<file path="src/rtl/csa_pkg.sv">
// Shared definitions for the carry-select accumulation slice.
// Contents:
//   acc_state_t : accumulator controller states (IDLE, ACCUM, DONE), 2-bit encoded
//   CSA_WIDTH   : operand width of the csa_10bit adder
package csa_pkg;

    localparam int CSA_WIDTH = 10;

    typedef enum logic [1:0] {
        IDLE  = 2'b00,
        ACCUM = 2'b01,
        DONE  = 2'b10
    } acc_state_t;

endpackage : csa_pkg

</file>
<file path="src/rtl/csa_10bit.sv">
// 10-bit carry-select adder.
// The lower half ripples normally; the upper half is computed twice
// (carry-in 0 and carry-in 1) and the lower half's carry-out selects
// the correct upper result.
// Ports:
//   a, b : CSA_WIDTH-bit operands
//   cin  : carry in
//   sum  : CSA_WIDTH-bit sum
//   cout : carry out of the top bit
module csa_10bit
    import csa_pkg::*;
(
    input  logic [CSA_WIDTH-1:0] a,
    input  logic [CSA_WIDTH-1:0] b,
    input  logic                 cin,
    output logic [CSA_WIDTH-1:0] sum,
    output logic                 cout
);

    localparam int LO_W = CSA_WIDTH / 2;
    localparam int HI_W = CSA_WIDTH - LO_W;

    logic [LO_W:0] lo_s;
    logic [HI_W:0] hi0_s;
    logic [HI_W:0] hi1_s;

    assign lo_s  = {1'b0, a[LO_W-1:0]} + {1'b0, b[LO_W-1:0]} + {{LO_W{1'b0}}, cin};
    assign hi0_s = {1'b0, a[CSA_WIDTH-1:LO_W]} + {1'b0, b[CSA_WIDTH-1:LO_W]};
    assign hi1_s = {1'b0, a[CSA_WIDTH-1:LO_W]} + {1'b0, b[CSA_WIDTH-1:LO_W]}
                   + {{HI_W{1'b0}}, 1'b1};

    // Select the precomputed upper half using the lower-half carry.
    always_comb begin
        sum  = {CSA_WIDTH{1'b0}};
        cout = 1'b0;
        if (lo_s[LO_W]) begin
            sum  = {hi1_s[HI_W-1:0], lo_s[LO_W-1:0]};
            cout = hi1_s[HI_W];
        end else begin
            sum  = {hi0_s[HI_W-1:0], lo_s[LO_W-1:0]};
            cout = hi0_s[HI_W];
        end
    end

endmodule : csa_10bit

</file>
<file path="src/rtl/csa10_accumulator.sv">
// Sequential accumulator around csa_10bit.
// After i_start (with length i_len) the block accepts i_len terms over a
// valid/ready stream, adds each into a running accumulator and counts adder
// carry-outs (saturating). The result is then offered on a valid/ready port.
// Ports:
//   i_clk, i_rst_n       : clock, async active-low reset
//   i_start, i_len       : start pulse and term count (sampled in IDLE only)
//   i_valid, o_ready,
//   i_data               : term stream
//   o_valid, i_ready     : result handshake
//   o_sum, o_ovf_cnt     : accumulated sum mod 2^WIDTH, saturating carry count
//   o_busy               : controller not in IDLE
module csa10_accumulator
    import csa_pkg::*;
#(
    parameter int WIDTH   = 10,
    parameter int COUNT_W = 4
) (
    input  logic               i_clk,
    input  logic               i_rst_n,
    input  logic               i_start,
    input  logic [COUNT_W-1:0] i_len,
    input  logic               i_valid,
    output logic               o_ready,
    input  logic [WIDTH-1:0]   i_data,
    output logic               o_valid,
    input  logic               i_ready,
    output logic [WIDTH-1:0]   o_sum,
    output logic [COUNT_W-1:0] o_ovf_cnt,
    output logic               o_busy
);

    localparam logic [COUNT_W-1:0] CNT_ZERO = {COUNT_W{1'b0}};
    localparam logic [COUNT_W-1:0] CNT_ONE  = {{(COUNT_W-1){1'b0}}, 1'b1};
    localparam logic [COUNT_W-1:0] CNT_MAX  = {COUNT_W{1'b1}};

    acc_state_t         state_r;
    acc_state_t         state_nx_s;
    logic [WIDTH-1:0]   acc_r;
    logic [COUNT_W-1:0] cnt_r;
    logic [COUNT_W-1:0] rem_r;
    logic [WIDTH-1:0]   add_sum_s;
    logic               add_cout_s;
    logic               accept_s;

    // Saturating increment of the carry counter.
    function automatic logic [COUNT_W-1:0] sat_inc(input logic [COUNT_W-1:0] v);
        if (v == CNT_MAX) begin
            sat_inc = CNT_MAX;
        end else begin
            sat_inc = v + CNT_ONE;
        end
    endfunction

    csa_10bit u_adder (
        .a    (acc_r),
        .b    (i_data),
        .cin  (1'b0),
        .sum  (add_sum_s),
        .cout (add_cout_s)
    );

    assign accept_s = (state_r == ACCUM) && i_valid;

    // Next-state decode for the controller.
    always_comb begin
        state_nx_s = state_r;
        case (state_r)
            IDLE: begin
                if (i_start) begin
                    if (i_len == CNT_ZERO) begin
                        state_nx_s = DONE;
                    end else begin
                        state_nx_s = ACCUM;
                    end
                end else begin
                    state_nx_s = IDLE;
                end
            end
            ACCUM: begin
                if (accept_s && (rem_r == CNT_ONE)) begin
                    state_nx_s = DONE;
                end else begin
                    state_nx_s = ACCUM;
                end
            end
            DONE: begin
                if (i_ready) begin
                    state_nx_s = IDLE;
                end else begin
                    state_nx_s = DONE;
                end
            end
            default: state_nx_s = IDLE;
        endcase
    end

    // Controller state register.
    always_ff @(posedge i_clk or negedge i_rst_n) begin
        if (!i_rst_n) begin
            state_r <= IDLE;
        end else begin
            state_r <= state_nx_s;
        end
    end

    // Accumulator, carry count and remaining-term registers.
    always_ff @(posedge i_clk or negedge i_rst_n) begin
        if (!i_rst_n) begin
            acc_r <= {WIDTH{1'b0}};
            cnt_r <= CNT_ZERO;
            rem_r <= CNT_ZERO;
        end else begin
            case (state_r)
                IDLE: begin
                    if (i_start) begin
                        acc_r <= {WIDTH{1'b0}};
                        cnt_r <= CNT_ZERO;
                        rem_r <= i_len;
                    end
                end
                ACCUM: begin
                    if (accept_s) begin
                        acc_r <= add_sum_s;
                        rem_r <= rem_r - CNT_ONE;
                        if (add_cout_s) begin
                            cnt_r <= sat_inc(cnt_r);
                        end
                    end
                end
                DONE: begin
                    // Result held stable until the consumer takes it.
                end
                default: begin
                    acc_r <= {WIDTH{1'b0}};
                    cnt_r <= CNT_ZERO;
                    rem_r <= CNT_ZERO;
                end
            endcase
        end
    end

    // Handshake and status outputs decode only from registered state.
    assign o_ready   = (state_r == ACCUM);
    assign o_valid   = (state_r == DONE);
    assign o_busy    = (state_r != IDLE);
    assign o_sum     = acc_r;
    assign o_ovf_cnt = cnt_r;

endmodule : csa10_accumulator

</file>
<file path="config.mk">
export PLATFORM = sky130hd
export DESIGN_NAME = csa10_accumulator
export DESIGN_NICKNAME = d
export VERILOG_FILES = /design/src/rtl/csa_pkg.sv /design/src/rtl/csa_10bit.sv /design/src/rtl/csa10_accumulator.sv
export SDC_FILE = /design/constraint.sdc
export NUM_CORES = 1
export LEC_CHECK = 0
export ABC_AREA = 1
export CELL_PAD_IN_SITES_DETAIL_PLACEMENT = 0
export CELL_PAD_IN_SITES_GLOBAL_PLACEMENT = 1
export CORE_MARGIN = 2
export CORE_UTILIZATION = 36
export CTS_CLUSTER_DIAMETER = 50
export CTS_CLUSTER_SIZE = 40
export DETAILED_ROUTE_END_ITERATION = 10
export GPL_TIMING_DRIVEN = 0
export MAX_ROUTING_LAYER = met4
export PLACE_DENSITY = 0.82
export SLEW_MARGIN = 5
export SYNTH_ARGS = -nofsm -noshare
export SYNTH_HDL_FRONTEND = slang
export SYNTH_SLANG_ARGS = --single-unit
</file>
<file path="constraint.sdc">
create_clock -name i_clk -period 2.4 [get_ports i_clk]
set_input_delay 0.72 -clock i_clk [delete_from_list [all_inputs] [get_ports i_clk]]
set_output_delay 0.72 -clock i_clk [all_outputs]
set_load 0.01 [all_outputs]
</file>
* Yosys cells after proc, flatten, opt, wreduce, memory -nomap -nowiden
Cells that the tools add are included.
** Word-level totals
- Output and inout port bits :: 17
- Flip-flop bits (word level) :: 20
- Word-level logic and storage cells :: 42
- Bits of input ports :: 19
** Operators by class
- Mux-type cells :: 18
- Reduce and logical (&&, ||, !) cells :: 7
- Bitwise operators :: 1
- Equality and inequality tests :: 7
- $add $sub $neg :: 5
** Operators by type and width (count)
- $mux 10 :: 3
- $pmux 10 s3 :: 1
- $mux 4 :: 6
- $pmux 4 s3 :: 2
- $add 5x5->6 :: 2
- $mux 2 :: 4
- $add 6x1->6 const B :: 1
- $pmux 2 s3 :: 1
- $add 4x1->4 const B :: 1
- $eq 4x1->1 const B :: 1
- $eq 4x4->1 const B :: 1
- $logic_not 4->1 :: 1
- $ne 2x1->1 const B :: 2
- $reduce_and 4->1 :: 1
- $sub 4x1->4 const B :: 1
- $reduce_and 3->1 :: 1
- $eq 2x1->1 const B :: 1
- $eq 2x2->1 const B :: 1
- $logic_and 1x1->1 :: 2
- $logic_not 2->1 :: 1
- $ne 2x2->1 const B :: 1
- $reduce_bool 2->1 :: 1
- $mux 1 :: 1
- $not 1->1 :: 1

* Depth between registers and ports, before layout
Gate-level depths: netlist (run 1).
- Word-level depth :: 6
- Gate-level depth with buffers :: 15
- Depth with buffers taken out :: 15

* Modules after synthesis
Synthesis (run 1) repeated with hierarchy kept, for this count alone.
** Second synthesis, totals
- Cells, all modules :: 222
- Area total of the unflattened synthesis :: 1624.1 µm²
** By module, submodules not included
- csa10_accumulator :: area each 1043.5 µm², sequential area each 500.5 µm², instances 1, cells each 134
- csa_10bit :: area each 580.6 µm², sequential area each 0.0 µm², instances 1, cells each 88

* Worst setup path after synthesis (run 1)
Ideal clock, no wire load.
- Path kind :: input port to flip-flop
- Start point :: input i_data[5]
- End point :: register cnt_r[0], in the netlist o_ovf_cnt[0]
- Path slack :: 109 ps
- Arrival :: 2174 ps
- Data required time :: 2283 ps
- Cell stages on the path :: 11
- Setup time :: 117 ps
- Buffers on the path :: 0
- Path through :: ha_1 -> inv_1 -> fa_1 -> xnor2_2 -> nand3_2 -> nor2_4 -> nand3_2 -> nand3_4 -> nand2_4 -> nand2_1 -> nand2_1
** Between the ends
- Longest elaborated chain between the ends :: 5
** Ends and longest elaborated chain
- start, declared :: line csa10_accumulator.sv:25 : input logic [WIDTH-1:0] i_data,
- $add 5x5->6 * :: line csa_10bit.sv:28, csa_10bit.sv:29
- $add 6x1->6 :: line csa_10bit.sv:30 : + {{HI_W{1'b0}}, 1'b1};
- $mux 1 * :: line csa_10bit.sv:36 : if (lo_s[LO_W]) begin
- $ne 2x1->1 (no source line) *
- $reduce_and 4->1 (no source line) *
- end signal, assigned :: line csa10_accumulator.sv:127 : cnt_r <= sat_inc(cnt_r);
- end, declared :: line csa10_accumulator.sv:40 : logic [COUNT_W-1:0] cnt_r;
Mark *: on every way between the ends. The rest lies on a longest branch, timed or not.
A chain may end at the register's enable or synchronous reset.

* Final worst setup path (run 1)
- Start point :: register state_r[1]
- End point :: output o_ready
** Between the ends
- Longest elaborated chain between the ends :: 1
** Ends and longest elaborated chain
- start, declared :: line csa10_accumulator.sv:37 : acc_state_t state_r;
- start signal, assigned :: line csa10_accumulator.sv:103 : state_r <= state_nx_s;
- $eq 2x1->1 :: line csa10_accumulator.sv:144 : assign o_ready = (state_r == ACCUM);
- end, declared :: line csa10_accumulator.sv:24 : output logic o_ready,
Every way passes these cells.

==> results of run 1 <==
## worst max path at each step
| stage | start | end | slack [ps] |
|---|---|---|---|
| 2_1_floorplan | i_data[5] | o_ovf_cnt[0] | 110 |
| 3_3_place_gp | i_data[5] | o_ovf_cnt[0] | -540 |
| 3_5_place_dp | i_data[5] | o_ovf_cnt[0] | -510 |
| 4_1_cts | i_data[7] | o_ovf_cnt[0] | 30 |
| 5_1_grt | i_data[2] | o_ovf_cnt[0] | -20 |
| 6_report | state_r[1] | o_ready | 70 |
## power groups by stage
| stage | logic [uW] | clock network [uW] | registers, uW |
|---|---|---|---|
| 4_1_cts | 1690 | 228 | 601 |
| 2_1_floorplan | 1130 | 0 | 627 |
| 3_5_place_dp | 1640 | 0 | 607 |
| 6_report | 1830 | 223 | 606 |
| 5_1_grt | 2050 | 242 | 627 |
| 3_3_place_gp | 1640 | 0 | 602 |
## kinds of logic after synthesis
family	count (synthesis)
buf+inv	26
xor+xnor	5
simple gates	94
fa+ha+maj	16
compound gates	34
flops	20
## critical path: stages (launching register included)
cell and delay, ps:
dfrtp_1 410, inv_2 90, nand2_2 140, inv_4 160, clkdlybuf4s50_1 560
## layout make-up
type	instances	area, sq um
multi-input combinational	149	1035
tap	50	62.56
fill	417	1908
timing repair buffer	46	436.7
sequential	20	500.5
clock buffer	3	41.29
inverter	24	92.59
buffer	2	10.01
## state kept, by name (all words and copies together), names as in the netlist
signal     cells
state_r        2
o_sum         10
rem_r          4
o_ovf_cnt      4
## what timing repair did
item | 4_1_cts | 5_1_grt
resized for setup | 4 | 17
pin swaps | 8 | 12
setup endpoints to repair | 6 | 6
setup buffers | 6 | 5
## per-stage QoR
step	cell area [sq um]	cells
final	2178	294
after global routing	2178	294
after CTS	2066	289
after detailed placement	1976	280
after global placement	1976	280
after floorplan	1563	195
## routing by layer
metal / routed length [um] / vias up / GRT usage / share of wire
met1: 1664 / 669 / 0.1978 / 0.46
met4: 30 / 0 / 0.03846 / 0.0084
met3: 141 / 4 / 0.01732 / 0.039
met2: 1745 / 30 / 0.2614 / 0.49
li1: - / 749 / - / -
met5: 0 / - / - / 0
## cell usage in the layout (no fill, tap or decap), types with 2 or more instances in the layout
master,netlist,final
clkbuf_8,0,3
nand3_2,5,6
inv_1,19,16
inv_2,4,7
o21ai_1,13,13
ha_1,14,10
ha_4,0,2
nand2_1,52,51
nand3_1,11,9
nand3_4,1,2
buf_4,0,11
a21oi_1,8,8
nor2_1,6,5
clkdlybuf4s50_1,0,32
ha_2,0,2
o21ai_0,5,5
nor2_4,1,2
nand2_2,3,4
nor3_1,3,3
nand2_4,5,5
nor2_2,2,2
xor2_1,3,3
dfrtp_1,20,20
buf_2,2,2
o31ai_1,2,2
dlymetal6s2s_1,0,2
==> results.toml, run 1 <==
[floorplan]
std_cell_rows = 23
pin_count = 36
die_w_um = 69.89
core_sq_um = 4086
initial_core_util = 0.3824
die-area_sq_um = 4884
die-height_um = 69.89

[timing]
relSlewSlack = 0.3696
min_period_ps = 2333
clock-skew-final_ps = 0.7009
drv_slew = 0
period_share = 0.9719
setup_viol = 0
layout_setup_ws_ps = 67.48
finalHoldViolations = 0
max_freq_mhz = 428.7
hold_slack_ps = 510.7
fin_tns_setup_ps = 0
tightest_slew_ps = 942.7

[drt]
first_pass_iters = 4
ant_nets = 0
drc_errors = 0
viasPerCell = 4.939
drt_iter0_markers = 33
num_vias = 1452
drt_wl_total_um = 3581
wl_per_cell_um = 12.18

[synthesis]
synth_edf_count = 0
synthTopCellsByArea = "dfrtp_1 32%, nand2_1 12%, ha_1 11%"
yosys.area_share.simple = 0.3219
yosysSeqAreaShare = 0.3203
avgSynthCellArea_sq_um = 8.014
synth_cell_types = 35
synth_xor_area_frac = 0.03283
yosysTopAreaCellShare = 0.3203
synth_commonest_cells = "52 x nand2_1, 20 x dfrtp_1, 19 x inv_1"
synthFlopType = "dfrtp_1"
yosys_warnings = 0
syn_inst = 195
synth_area_sq_um = 1563
muxShareOfSynthArea = 0
async_reset_ff_frac = 1.000
synth_seq_cells = 20
synth.largest_area_cell = "dfrtp_1"
synthAdderAreaFrac = 0.1377
synth_top_family_by_area = "simple AND/OR/NAND/NOR gates"
syn_nets = 230
synth_most_common_cell = "nand2_1"
synth_compound_area_frac = 0.1225

[placement]
post-dp-hpwl_um = 2589
port-buffer-count = 35
place_ws_ps = -514.0
place.gp.congestion = 0.7953

[pwr]
p_total_uw = 2656
peakVddDrop_uv = 446.3
internal_power_uw = 1412
power.density_nw_per_um2 = 1219
seqPwrFrac = 0.228
p_switching_uw = 1244
p_clk_frac = 0.084
pwr-share-comb = 0.688
p_leak_uw = 0.001049
swShare = 0.4683

[grt]
grt_max_degree = 21
grt_pass1_vias = 1383
overflow = 0
grt_first_pass_wirelength_um = 6058
grt_usage = 0.1544
antenna_found_initial = 0

[setup_path]
crit_type = "flip-flop to primary output"
ff2ff_setup_slack_ps = 400
r2r-end = "o_ovf_cnt[0]"
cp-end-kind = "primary output"
r2r-start = "o_sum[5]"
worst-path-max-fanout = 9
r2r_cells = 11
cp.required_ps = 1680
start_kind = "flip-flop"
crit_arrival_ps = 1610

[job]
maxCapViolations = 0

[clock_network]
htreeDepth = 1
path_clk_slew_ps = 70
numClockSinks = 20
cts_made_buffers = 3
cts_buffer_depth = 2
postCtsHoldBufs = 0
insertion_delay_ps = 260
cts_tree = "built"
cts-root-buf = "clkbuf_8"

[finish]
final_nets = 281
area_delta_synth_final_pct = 39.39
final_core_util = 0.5331
layout-drive-gt1-share = 0.2213
diodes = 0

[worst_hold_path]
hold_path_class = "flip-flop to flip-flop"
min_path_cells = 2
min_to = "rem_r[2]"
holdCritStartpoint = "rem_r[2]"

[run_status]
status = "finished clean"
Note: power is estimated with default switching activity, not from simulation.
==> run 2, diff against run 1 <==
--- a/config.mk
+++ b/config.mk
@@ -8,7 +8,7 @@
 export ABC_AREA = 1
 export CELL_PAD_IN_SITES_DETAIL_PLACEMENT = 0
 export CELL_PAD_IN_SITES_GLOBAL_PLACEMENT = 1
-export CORE_MARGIN = 2
+export CORE_MARGIN = 1
 export CORE_UTILIZATION = 36
 export CTS_CLUSTER_DIAMETER = 50
 export CTS_CLUSTER_SIZE = 40
==> results.toml, run 2 (same netlist as run 1, synthesis figures left out) <==
[job]
maxCapViolations = 0

[placement]
post-dp-hpwl_um = 2575
place.gp.congestion = 0.7772
dp_cells = 280
port-buffer-count = 35

[setup_path]
cp_slowest_cell = "clkdlybuf4s50_1"
critPathTopFamily = "buffers and inverters"
cp-end-kind = "primary output"
crit_type = "flip-flop to primary output"
slowest_delay_ps = 550
crit_arrival_ps = 1590
cp.required_ps = 1680
path_buf_inv = 3
crit_chain = "inv_2, nand2_2, inv_6, clkdlybuf4s50_1"
start_kind = "flip-flop"
worst-path-max-fanout = 9

[worst_hold_path]
hold_path_class = "flip-flop to flip-flop"

[grt]
grt_max_degree = 21
grt_usage = 0.1713
overflow = 0
antenna_found_initial = 0
grt_pass1_vias = 1333
grt_first_pass_wirelength_um = 5747

[timing]
setup_viol = 0
period_share = 0.9637
clock-skew-final_ps = 5.969
finalHoldViolations = 0
hold_slack_ps = 509.2
max_freq_mhz = 432.4
drv_slew = 0
tightest_slew_ps = 926.2
relSlewSlack = 0.3806
min_period_ps = 2313

[clock_network]
cts-root-buf = "clkbuf_8"
postCtsHoldBufs = 0
numClockSinks = 20
insertion_delay_ps = 260
htreeDepth = 1
cts_tree = "built"
cts_buffer_depth = 2
cts_made_buffers = 3
path_clk_slew_ps = 80

[pwr]
peakVddDrop_uv = 452.9
power.density_nw_per_um2 = 1220
p_total_uw = 2593
p_leak_uw = 0.001024

[run_status]
status = "finished clean"

[floorplan]
die_w_um = 67.89
die-area_sq_um = 4608
pin_count = 36
die-height_um = 67.89
core_sq_um = 4086
std_cell_rows = 23
initial_core_util = 0.3824

[finish]
num-fill-cells = 423
fin_cells = 291
layout.cells.most_common = "nand2_1"
final_nets = 278
diodes = 0
final_core_util = 0.5202
layout-drive-gt1-share = 0.1992
layout_common_cells = "52 x nand2_1, 33 x clkdlybuf4s50_1, 20 x dfrtp_1, 15 x inv_1, 13 x o21ai_1"
area_delta_synth_final_pct = 36.03
largest_register_ffs = 10

[drt]
drt_iter0_markers = 20
ant_nets = 0
first_pass_iters = 4
viasPerCell = 4.863
wl_per_cell_um = 11.82
drt_wl_total_um = 3439
drc_errors = 0
num_vias = 1415
[run 2: area by class of cell]
class | instances | area [sq um] | area share
inverters | 24 | 95.09 | 0.04473
plain buffers | 2 | 10.01 | 0.004709
well taps | 50 | 62.56 | 0.02943
flip-flops and latches | 20 | 500.5 | 0.2354
repair buffers | 43 | 411.6 | 0.1936
multi-input cells | 149 | 1005 | 0.4726
clock buffers | 3 | 41.29 | 0.01942
[run 2: worst reg2reg max path, cell delays in order (launching register included)]
cell and delay [ps]:
dfrtp_1 400, ha_2 200, inv_2 60, fa_2 430, inv_2 90, nand3_2 90
nor2_4 170, nand3_2 100, nand3_4 120, nand2_4 70, nand2_1 60, nand2_1 50
[run 2: per-layer routing]
metal	vias up	share of wire	track usage
li1	740	-	-
met1	643	0.49	0.2144
met2	28	0.47	0.2946
met3	4	0.031	0.02000
met4	0	0.0079	0.03906
met5	-	0	-
[run 2: final timing paths]
kind / slack (ps) / endpoint / startpoint / cells past startpoint
max in group asynchronous: 850 / state_r[1] / i_rst_n / 1
max reg2reg: 460 / o_ovf_cnt[0] / o_sum[5] / 11
min reg2reg: 510 / rem_r[2] / rem_r[2] / 2
max: 90 / o_ready / state_r[1] / 4
min: 510 / rem_r[2] / rem_r[2] / 2
min in group asynchronous: 980 / o_ovf_cnt[3] / i_rst_n / 1
[run 2: where the power goes]
part           internal, uW  switching, uW  total (uW)
clock network           112            109         221
logic                   788            983        1770
registers               480            120         600
total                  1380           1210        2590
[run 2: what timing repair did]
item	CTS	global route
pin swaps	9	7
setup endpoints to repair	6	6
gates cloned	0	0
gates resized for setup	5	12
setup buffers	7	1
[run 2: per-stage QoR]
step | TNS (ps) | worst slack (ps) | cell area [sq um]
after floorplan | 0 | 109.4 | 1563
after global placement | -3342 | -539.0 | 1976
after detailed placement | -3307 | -532.9 | 1976
after CTS | 0 | 4.398 | 2073
after global routing | -37.60 | -18.18 | 2126
final | 0 | 87.12 | 2126
